File: src/rtl/vram_port_arbiter_if.sv
// Requester/VRAM-side bundle of the VRAM port arbiter.
// The master modport is the requester/testbench side; the slave modport is the arbiter.
interface vram_port_arbiter_if #(
    parameter int ADDR_W = 12,
    parameter int DATA_W = 8
);
    logic              i_a_req;
    logic              i_a_cur;
    logic [ADDR_W-1:0] i_a_adr;
    logic [DATA_W-1:0] i_a_data;
    logic              o_a_ack;

    logic              i_b_req;
    logic              i_b_cur;
    logic [ADDR_W-1:0] i_b_adr;
    logic [DATA_W-1:0] i_b_data;
    logic              o_b_ack;

    logic              i_clr_start;
    logic              o_clr_busy;

    logic [ADDR_W-1:0] o_vram_adr;
    logic [DATA_W-1:0] o_vram_data;
    logic              o_vram_we;
    logic [ADDR_W-1:0] o_cursor_adr;
    logic              o_cursor_on;

    modport master (
        output i_a_req, i_a_cur, i_a_adr, i_a_data,
        output i_b_req, i_b_cur, i_b_adr, i_b_data,
        output i_clr_start,
        input  o_a_ack, o_b_ack, o_clr_busy,
        input  o_vram_adr, o_vram_data, o_vram_we, o_cursor_adr, o_cursor_on
    );

    modport slave (
        input  i_a_req, i_a_cur, i_a_adr, i_a_data,
        input  i_b_req, i_b_cur, i_b_adr, i_b_data,
        input  i_clr_start,
        output o_a_ack, o_b_ack, o_clr_busy,
        output o_vram_adr, o_vram_data, o_vram_we, o_cursor_adr, o_cursor_on
    );
endinterface

File: src/rtl/vram_port_arbiter.sv
// Round-robin arbiter sharing the VRAM write port and cursor registers between
// two requesters, with a built-in clear-screen fill sequencer.
module vram_port_arbiter #(
    parameter int                ADDR_W       = 12,
    parameter int                DATA_W       = 8,
    parameter int                SCREEN_CELLS = 2000,
    parameter logic [DATA_W-1:0] FILL_CHAR    = 8'h20
) (
    input  logic                i_clk,
    input  logic                i_rst_n,
    vram_port_arbiter_if.slave  bus
);
    typedef enum logic {IDLE, CLEAR} state_e;

    typedef struct packed {
        logic              cur;
        logic [ADDR_W-1:0] adr;
        logic [DATA_W-1:0] data;
    } req_t;

    localparam logic [ADDR_W:0]   CELLS = (ADDR_W+1)'(SCREEN_CELLS);
    localparam logic [ADDR_W-1:0] LAST  = ADDR_W'(SCREEN_CELLS-1);

    state_e            state_q, state_d;
    logic [ADDR_W-1:0] cnt_q, cnt_d;
    logic              rr_q, rr_d;          // 1: B has priority on a tie
    logic [1:0]        ack_q, ack_d;
    logic              busy_q, busy_d;
    logic              we_q, we_d;
    logic [ADDR_W-1:0] vadr_q, vadr_d;
    logic [DATA_W-1:0] vdata_q, vdata_d;
    logic [ADDR_W-1:0] cadr_q, cadr_d;
    logic              con_q, con_d;

    req_t [1:0] req;
    logic [1:0] req_vld, elig, gnt;
    req_t       sel;
    logic       in_range;

    assign req[0]  = {bus.i_a_cur, bus.i_a_adr, bus.i_a_data};
    assign req[1]  = {bus.i_b_cur, bus.i_b_adr, bus.i_b_data};
    assign req_vld = {bus.i_b_req, bus.i_a_req};

    // A requester whose ack is showing this cycle is still holding the old transaction.
    assign elig     = req_vld & ~ack_q;
    assign gnt[0]   = elig[0] & (~elig[1] | ~rr_q);
    assign gnt[1]   = elig[1] & (~elig[0] |  rr_q);
    assign sel      = gnt[1] ? req[1] : req[0];
    assign in_range = ({1'b0, sel.adr} < CELLS);

    always_comb begin
        state_d = state_q;
        cnt_d   = cnt_q;
        rr_d    = rr_q;
        ack_d   = '0;
        busy_d  = 1'b0;
        we_d    = 1'b0;
        vadr_d  = vadr_q;
        vdata_d = vdata_q;
        cadr_d  = cadr_q;
        con_d   = con_q;
        case (state_q)
            IDLE: begin
                // busy_q is still high for the final clear write; a new start is ignored then.
                if (bus.i_clr_start && !busy_q) begin
                    we_d    = 1'b1;
                    vadr_d  = '0;
                    vdata_d = FILL_CHAR;
                    cadr_d  = '0;
                    busy_d  = 1'b1;
                    cnt_d   = ADDR_W'(1);
                    state_d = (LAST == '0) ? IDLE : CLEAR;
                end else if (|gnt) begin
                    ack_d = gnt;
                    rr_d  = gnt[0];
                    if (!sel.cur) begin
                        if (in_range) begin
                            we_d    = 1'b1;
                            vadr_d  = sel.adr;
                            vdata_d = sel.data;
                        end
                    end else begin
                        con_d = sel.data[0];
                        if (in_range) cadr_d = sel.adr;
                    end
                end
            end
            CLEAR: begin
                we_d    = 1'b1;
                vadr_d  = cnt_q;
                vdata_d = FILL_CHAR;
                busy_d  = 1'b1;
                cnt_d   = cnt_q + ADDR_W'(1);
                if (cnt_q == LAST) state_d = IDLE;
            end
            default: state_d = IDLE;
        endcase
    end

    always_ff @(posedge i_clk or negedge i_rst_n) begin
        if (!i_rst_n) begin
            state_q <= IDLE;
            cnt_q   <= '0;
            rr_q    <= 1'b0;
            ack_q   <= '0;
            busy_q  <= 1'b0;
            we_q    <= 1'b0;
            vadr_q  <= '0;
            vdata_q <= '0;
            cadr_q  <= '0;
            con_q   <= 1'b0;
        end else begin
            state_q <= state_d;
            cnt_q   <= cnt_d;
            rr_q    <= rr_d;
            ack_q   <= ack_d;
            busy_q  <= busy_d;
            we_q    <= we_d;
            vadr_q  <= vadr_d;
            vdata_q <= vdata_d;
            cadr_q  <= cadr_d;
            con_q   <= con_d;
        end
    end

    assign bus.o_a_ack      = ack_q[0];
    assign bus.o_b_ack      = ack_q[1];
    assign bus.o_clr_busy   = busy_q;
    assign bus.o_vram_we    = we_q;
    assign bus.o_vram_adr   = vadr_q;
    assign bus.o_vram_data  = vdata_q;
    assign bus.o_cursor_adr = cadr_q;
    assign bus.o_cursor_on  = con_q;
endmodule

File: src/flat_wrapper.sv
// flat-port wrapper written by rule: the top's interface ports become plain ports
module vram_port_arbiter_flat 
#(
    parameter int                ADDR_W       = 12,
    parameter int                DATA_W       = 8,
    parameter int                SCREEN_CELLS = 2000,
    parameter logic [DATA_W-1:0] FILL_CHAR    = 8'h20
)
  (i_clk, i_rst_n, bus_i_a_req, bus_i_a_cur, bus_i_a_adr, bus_i_a_data, bus_i_b_req, bus_i_b_cur, bus_i_b_adr, bus_i_b_data, bus_i_clr_start, bus_o_a_ack, bus_o_b_ack, bus_o_clr_busy, bus_o_vram_adr, bus_o_vram_data, bus_o_vram_we, bus_o_cursor_adr, bus_o_cursor_on);
  vram_port_arbiter_if #(.ADDR_W(ADDR_W), .DATA_W(DATA_W)) bus_i ();
  input  logic i_clk;
  input  logic i_rst_n;
  input wire logic [$bits(bus_i.i_a_req)-1:0] bus_i_a_req;
  input wire logic [$bits(bus_i.i_a_cur)-1:0] bus_i_a_cur;
  input wire logic [$bits(bus_i.i_a_adr)-1:0] bus_i_a_adr;
  input wire logic [$bits(bus_i.i_a_data)-1:0] bus_i_a_data;
  input wire logic [$bits(bus_i.i_b_req)-1:0] bus_i_b_req;
  input wire logic [$bits(bus_i.i_b_cur)-1:0] bus_i_b_cur;
  input wire logic [$bits(bus_i.i_b_adr)-1:0] bus_i_b_adr;
  input wire logic [$bits(bus_i.i_b_data)-1:0] bus_i_b_data;
  input wire logic [$bits(bus_i.i_clr_start)-1:0] bus_i_clr_start;
  output wire logic [$bits(bus_i.o_a_ack)-1:0] bus_o_a_ack;
  output wire logic [$bits(bus_i.o_b_ack)-1:0] bus_o_b_ack;
  output wire logic [$bits(bus_i.o_clr_busy)-1:0] bus_o_clr_busy;
  output wire logic [$bits(bus_i.o_vram_adr)-1:0] bus_o_vram_adr;
  output wire logic [$bits(bus_i.o_vram_data)-1:0] bus_o_vram_data;
  output wire logic [$bits(bus_i.o_vram_we)-1:0] bus_o_vram_we;
  output wire logic [$bits(bus_i.o_cursor_adr)-1:0] bus_o_cursor_adr;
  output wire logic [$bits(bus_i.o_cursor_on)-1:0] bus_o_cursor_on;
  assign bus_i.i_a_req = bus_i_a_req;
  assign bus_i.i_a_cur = bus_i_a_cur;
  assign bus_i.i_a_adr = bus_i_a_adr;
  assign bus_i.i_a_data = bus_i_a_data;
  assign bus_i.i_b_req = bus_i_b_req;
  assign bus_i.i_b_cur = bus_i_b_cur;
  assign bus_i.i_b_adr = bus_i_b_adr;
  assign bus_i.i_b_data = bus_i_b_data;
  assign bus_i.i_clr_start = bus_i_clr_start;
  assign bus_o_a_ack = bus_i.o_a_ack;
  assign bus_o_b_ack = bus_i.o_b_ack;
  assign bus_o_clr_busy = bus_i.o_clr_busy;
  assign bus_o_vram_adr = bus_i.o_vram_adr;
  assign bus_o_vram_data = bus_i.o_vram_data;
  assign bus_o_vram_we = bus_i.o_vram_we;
  assign bus_o_cursor_adr = bus_i.o_cursor_adr;
  assign bus_o_cursor_on = bus_i.o_cursor_on;
  vram_port_arbiter #(.ADDR_W(ADDR_W), .DATA_W(DATA_W), .SCREEN_CELLS(SCREEN_CELLS), .FILL_CHAR(FILL_CHAR)) u_core (.i_clk(i_clk), .i_rst_n(i_rst_n), .bus(bus_i));
endmodule
File: config.mk
export PLATFORM = sky130hd
export DESIGN_NAME = vram_port_arbiter_flat
export DESIGN_NICKNAME = d
export VERILOG_FILES = /design/src/rtl/vram_port_arbiter_if.sv /design/src/rtl/vram_port_arbiter.sv /design/src/flat_wrapper.sv
export SDC_FILE = /design/constraint.sdc
export NUM_CORES = 1
export LEC_CHECK = 0
export CAP_MARGIN = 20
export CORE_MARGIN = 1.5
export CORE_UTILIZATION = 46
export DETAILED_ROUTE_END_ITERATION = 8
export PLACE_DENSITY = 0.8
export RECOVER_POWER = 25
export SYNTH_ARGS = -nofsm -noshare
export SYNTH_HDL_FRONTEND = slang
export SYNTH_SLANG_ARGS = --single-unit
File: constraint.sdc
create_clock -name i_clk -period 2.5 [get_ports i_clk]
set_input_delay 0.375 -clock i_clk [delete_from_list [all_inputs] [get_ports i_clk]]
set_output_delay 0.375 -clock i_clk [all_outputs]
set_load 0.03 [all_outputs]
==> results.py <==
metrics = {
    "yosys": {
        "syn-num-nets": 272,
        "synth_top_family_by_area": "compound AO/OA/AOI/OAI gates",
        "synth-compound-area-share_pct": 21.0,
        "muxShareOfSynthArea_pct": 10.2,
        "synth_flop_cell": "dfrtp_1",
        "synth_edf_count": 0,
        "synth_cell_type_count": 46,
        "synth.avg_cell_area_sq_um": 11.4,
        "synthXorXnorAreaFrac_pct": 0.689,
        "synth_area_sq_um": 2540,
        "yosys_warnings": 0,
        "synthMostInstantiatedCell": "dfrtp_1",
        "ys_ff_latch": 51,
        "synth_top_cell_by_area": "dfrtp_1",
        "async_flop_share_pct": 100,
        "synthTopCellsByArea": "dfrtp_1 50%, mux2i_1 7.1%, mux2_2 3.1%",
        "synth_common_cells": "51 x dfrtp_1, 18 x mux2i_1, 14 x nand2_1",
        "synth-adder-area-share_pct": 0.492,
        "synth_top_area_share_pct": 50.2,
        "synth_simple_gate_area_share_pct": 14.1,
        "synthCells": 224,
        "ys_seq_area_share_pct": 50.2,
    },
    "clocking": {
        "postCtsResizedCells": 0,
        "cts_tree": "done",
        "numCtsBuffers": 5,
        "holdBufCountCts": 0,
        "clock_path_buffers": 2,
        "post_cts_buffers": 0,
        "clock-sinks": 51,
        "clkTransAtPathRegs_ns": 0.09,
        "clk_latency_ns": 0.30,
        "h-tree-depth": 2,
        "cts-root-buf": "clkbuf_8",
    },
    "setup_path": {
        "worstPathRequired_ns": 2.74,
        "critPathMaxFanout": 12,
        "worstSetupStartpointType": "primary input",
        "critPathSlowestCell": "clkdlybuf4s50_1",
        "path_class": "in -> reg",
        "path_cells": "clkdlybuf4s50_1 > nor3b_4 > nor2_2 > buf_4 > o311ai_4 > o31a_1 > a22o_1",
        "worst_ep_arrival_time_ns": 2.46,
        "cpPeakStageDelay_ns": 0.47,
        "end_kind": "flip-flop",
    },
    "cells_and_area": {
        "fill_cells": 411,
        "diodes": 0,
        "fin_area_sq_um": 3590,
        "final_nets": 359,
        "area_growth_pct": 41.1,
        "final_cells": 382,
        "drive_gt1_share_pct": 11.2,
    },
    "grt": {
        "grt_first_pass_wirelength_um": 11100,
        "grt_use_total_pct": 23.8,
        "grt_max_degree": 52,
        "grt_pass1_vias": 2188,
        "gr-total-overflow": 0,
        "antenna_found_initial": 0,
    },
    "routing": {
        "wire_per_inst_um": 17.2,
        "drt_pass1_iterations": 4,
        "routed_wl_um": 6590,
        "vias": 2169,
        "postRouteAntennaNets": 0,
        "viasPerCell": 5.68,
        "route.detailed.drc": 0,
        "drt_iter0_markers": 135,
    },
    "floorplanning": {
        "die_area_sq_um": 5980,
        "fp.dieH_um": 77.4,
        "die_w_um": 77.4,
        "design.core.area_sq_um": 5200,
        "ios": 84,
        "start_util_pct": 48.9,
        "rows": 26,
    },
    "sta": {
        "worstMarginPinSlew_ns": 1.22,
        "maxSlewHeadroom_pct": 18.6,
        "clock.fmax_mhz": 450,
        "hold_viol_final": 0,
        "setup_viol": 0,
        "slew_violations": 0,
        "layout_min_cycle_time_ns": 2.22,
        "finalCritPeriodShare_pct": 88.9,
        "finClkSkew_ns": 0.00643,
        "finalSetupTns_ns": 0,
        "hold_slack_ns": 0.402,
        "rsz0062_at_grt": "false",
    },
    "pwr": {
        "ir_drop_uv": 665,
        "p_leak_nw": 1.48,
        "powerDensity_nw_per_um2": 933,
    },
    "placement": {
        "place_area_sq_um": 3470,
        "portBuffers": 83,
        "globalplace.congestion": 0.795,
        "dpl.hpwl_um": 4850,
        "post-place-cells": 374,
    },
    "flow_run": {
        "max_cap_violations": 0,
    },
    "status": {
        "status": "completed",
    },
    "min_path": {
        "holdCritPathClass": "in -> async",
    },
}
[cells by family (layout without fill, tap and decap cells)]
kind of cell,count (synthesis),in the layout
XOR/XNOR,2,2
buffers and inverters,16,104
adder cells (fa/ha/maj),1,1
AO/OA/AOI/OAI,68,68
AND/OR/NAND/NOR,61,61
multiplexers,25,25
flip-flops,51,51
[worst paths after layout]
check                           slack [ns]  cells after the start                    endpoint                  startpoint
worst min register to register        0.51                      1  u_core.bus.o_cursor_adr[4]  u_core.bus.o_cursor_adr[4]
min in group i_clk                    0.51                      1  u_core.bus.o_cursor_adr[4]  u_core.bus.o_cursor_adr[4]
worst max register to register        0.37                      6  u_core.bus.o_cursor_adr[0]                 u_core.rr_q
worst min-delay path                  0.40                      2             u_core.ack_q[1]                     i_rst_n
worst max-delay path                  0.28                      7  u_core.bus.o_cursor_adr[0]                 bus_i_a_req
max in group asynchronous             1.36                      2             u_core.cnt_q[0]                     i_rst_n
[metrics by stage]
stage / setup slack, ns / util (%) / total power, mW
global route: 0.162 / 69.0 / 3.55
global placement: 0.0210 / 66.8 / 2.74
floorplan: 0.469 / - / 2.14
detailed placement: -0.0380 / 66.8 / 2.76
finish: 0.278 / 69.0 / 3.35
CTS: 0.288 / 69.0 / 3.36
[layout make-up]
cell class | instances | area, sq um | area share (%)
Clock buffer | 6 | 82.6 | 2.30
Clock inverter | 2 | 35.0 | 0.976
Inverter | 2 | 7.51 | 0.209
Multi-Input combinational cell | 157 | 1180 | 32.9
Sequential cell | 51 | 1280 | 35.6
Tap cell | 70 | 87.6 | 2.44
Timing Repair Buffer | 94 | 918 | 25.6
[per-layer routing]
metal | global-route usage, % | vias to the layer above | wire length, um
met1 | 32.6 | 1045 | 2940
met5 | 0 | - | 0
li1 | - | 1038 | -
met4 | 4.00 | 0 | 34
met2 | 38.4 | 82 | 3200
met3 | 6.71 | 4 | 412
[where the power goes]
part / switching [mW] / internal (mW) / leakage, nW / total (mW)
registers: 0.240 / 1.08 / 0.645 / 1.32
clock network: 0.273 / 0.324 / 0.0612 / 0.598
logic: 0.760 / 0.671 / 0.769 / 1.43
total: 1.27 / 2.08 / 1.48 / 3.35
[state kept, by name (all words and copies together), names as in the netlist]
signal                   count
u_core.ack_q                 2
u_core.bus.o_clr_busy        1
u_core.bus.o_cursor_adr     12
u_core.bus.o_cursor_on       1
u_core.bus.o_vram_adr       12
u_core.bus.o_vram_data       8
u_core.bus.o_vram_we         1
u_core.cnt_q                12
u_core.rr_q                  1
u_core.state_q               1
[cells in the final DEF (no fill, tap or decap), drive strengths merged, types with 2 or more instances in the layout]
cell type,Yosys,final
nand3,6,6
a211oi,7,7
nand2,15,15
mux2,7,7
o31ai,5,5
o21ai,12,12
nand2b,2,2
a21oi,12,12
nor4,8,8
xor2,2,2
clkdlybuf4s50,0,82
nand4,5,5
nor3,5,5
inv,2,2
and2,8,8
a22o,7,7
o211ai,2,2
buf,7,11
nor2,4,4
o311ai,2,2
mux2i,18,18
clkbuf,7,7
a221o,7,7
o2bb2ai,7,7
dfrtp,51,51
[critical path, delay by kind of cell]
kind,cells,cell delay [ns]
buffers and inverters,2,0.65
AO/OA/AOI/OAI,3,1.03
AND/OR/NAND/NOR,2,0.40
Note: power is estimated with default switching activity, not from simulation.
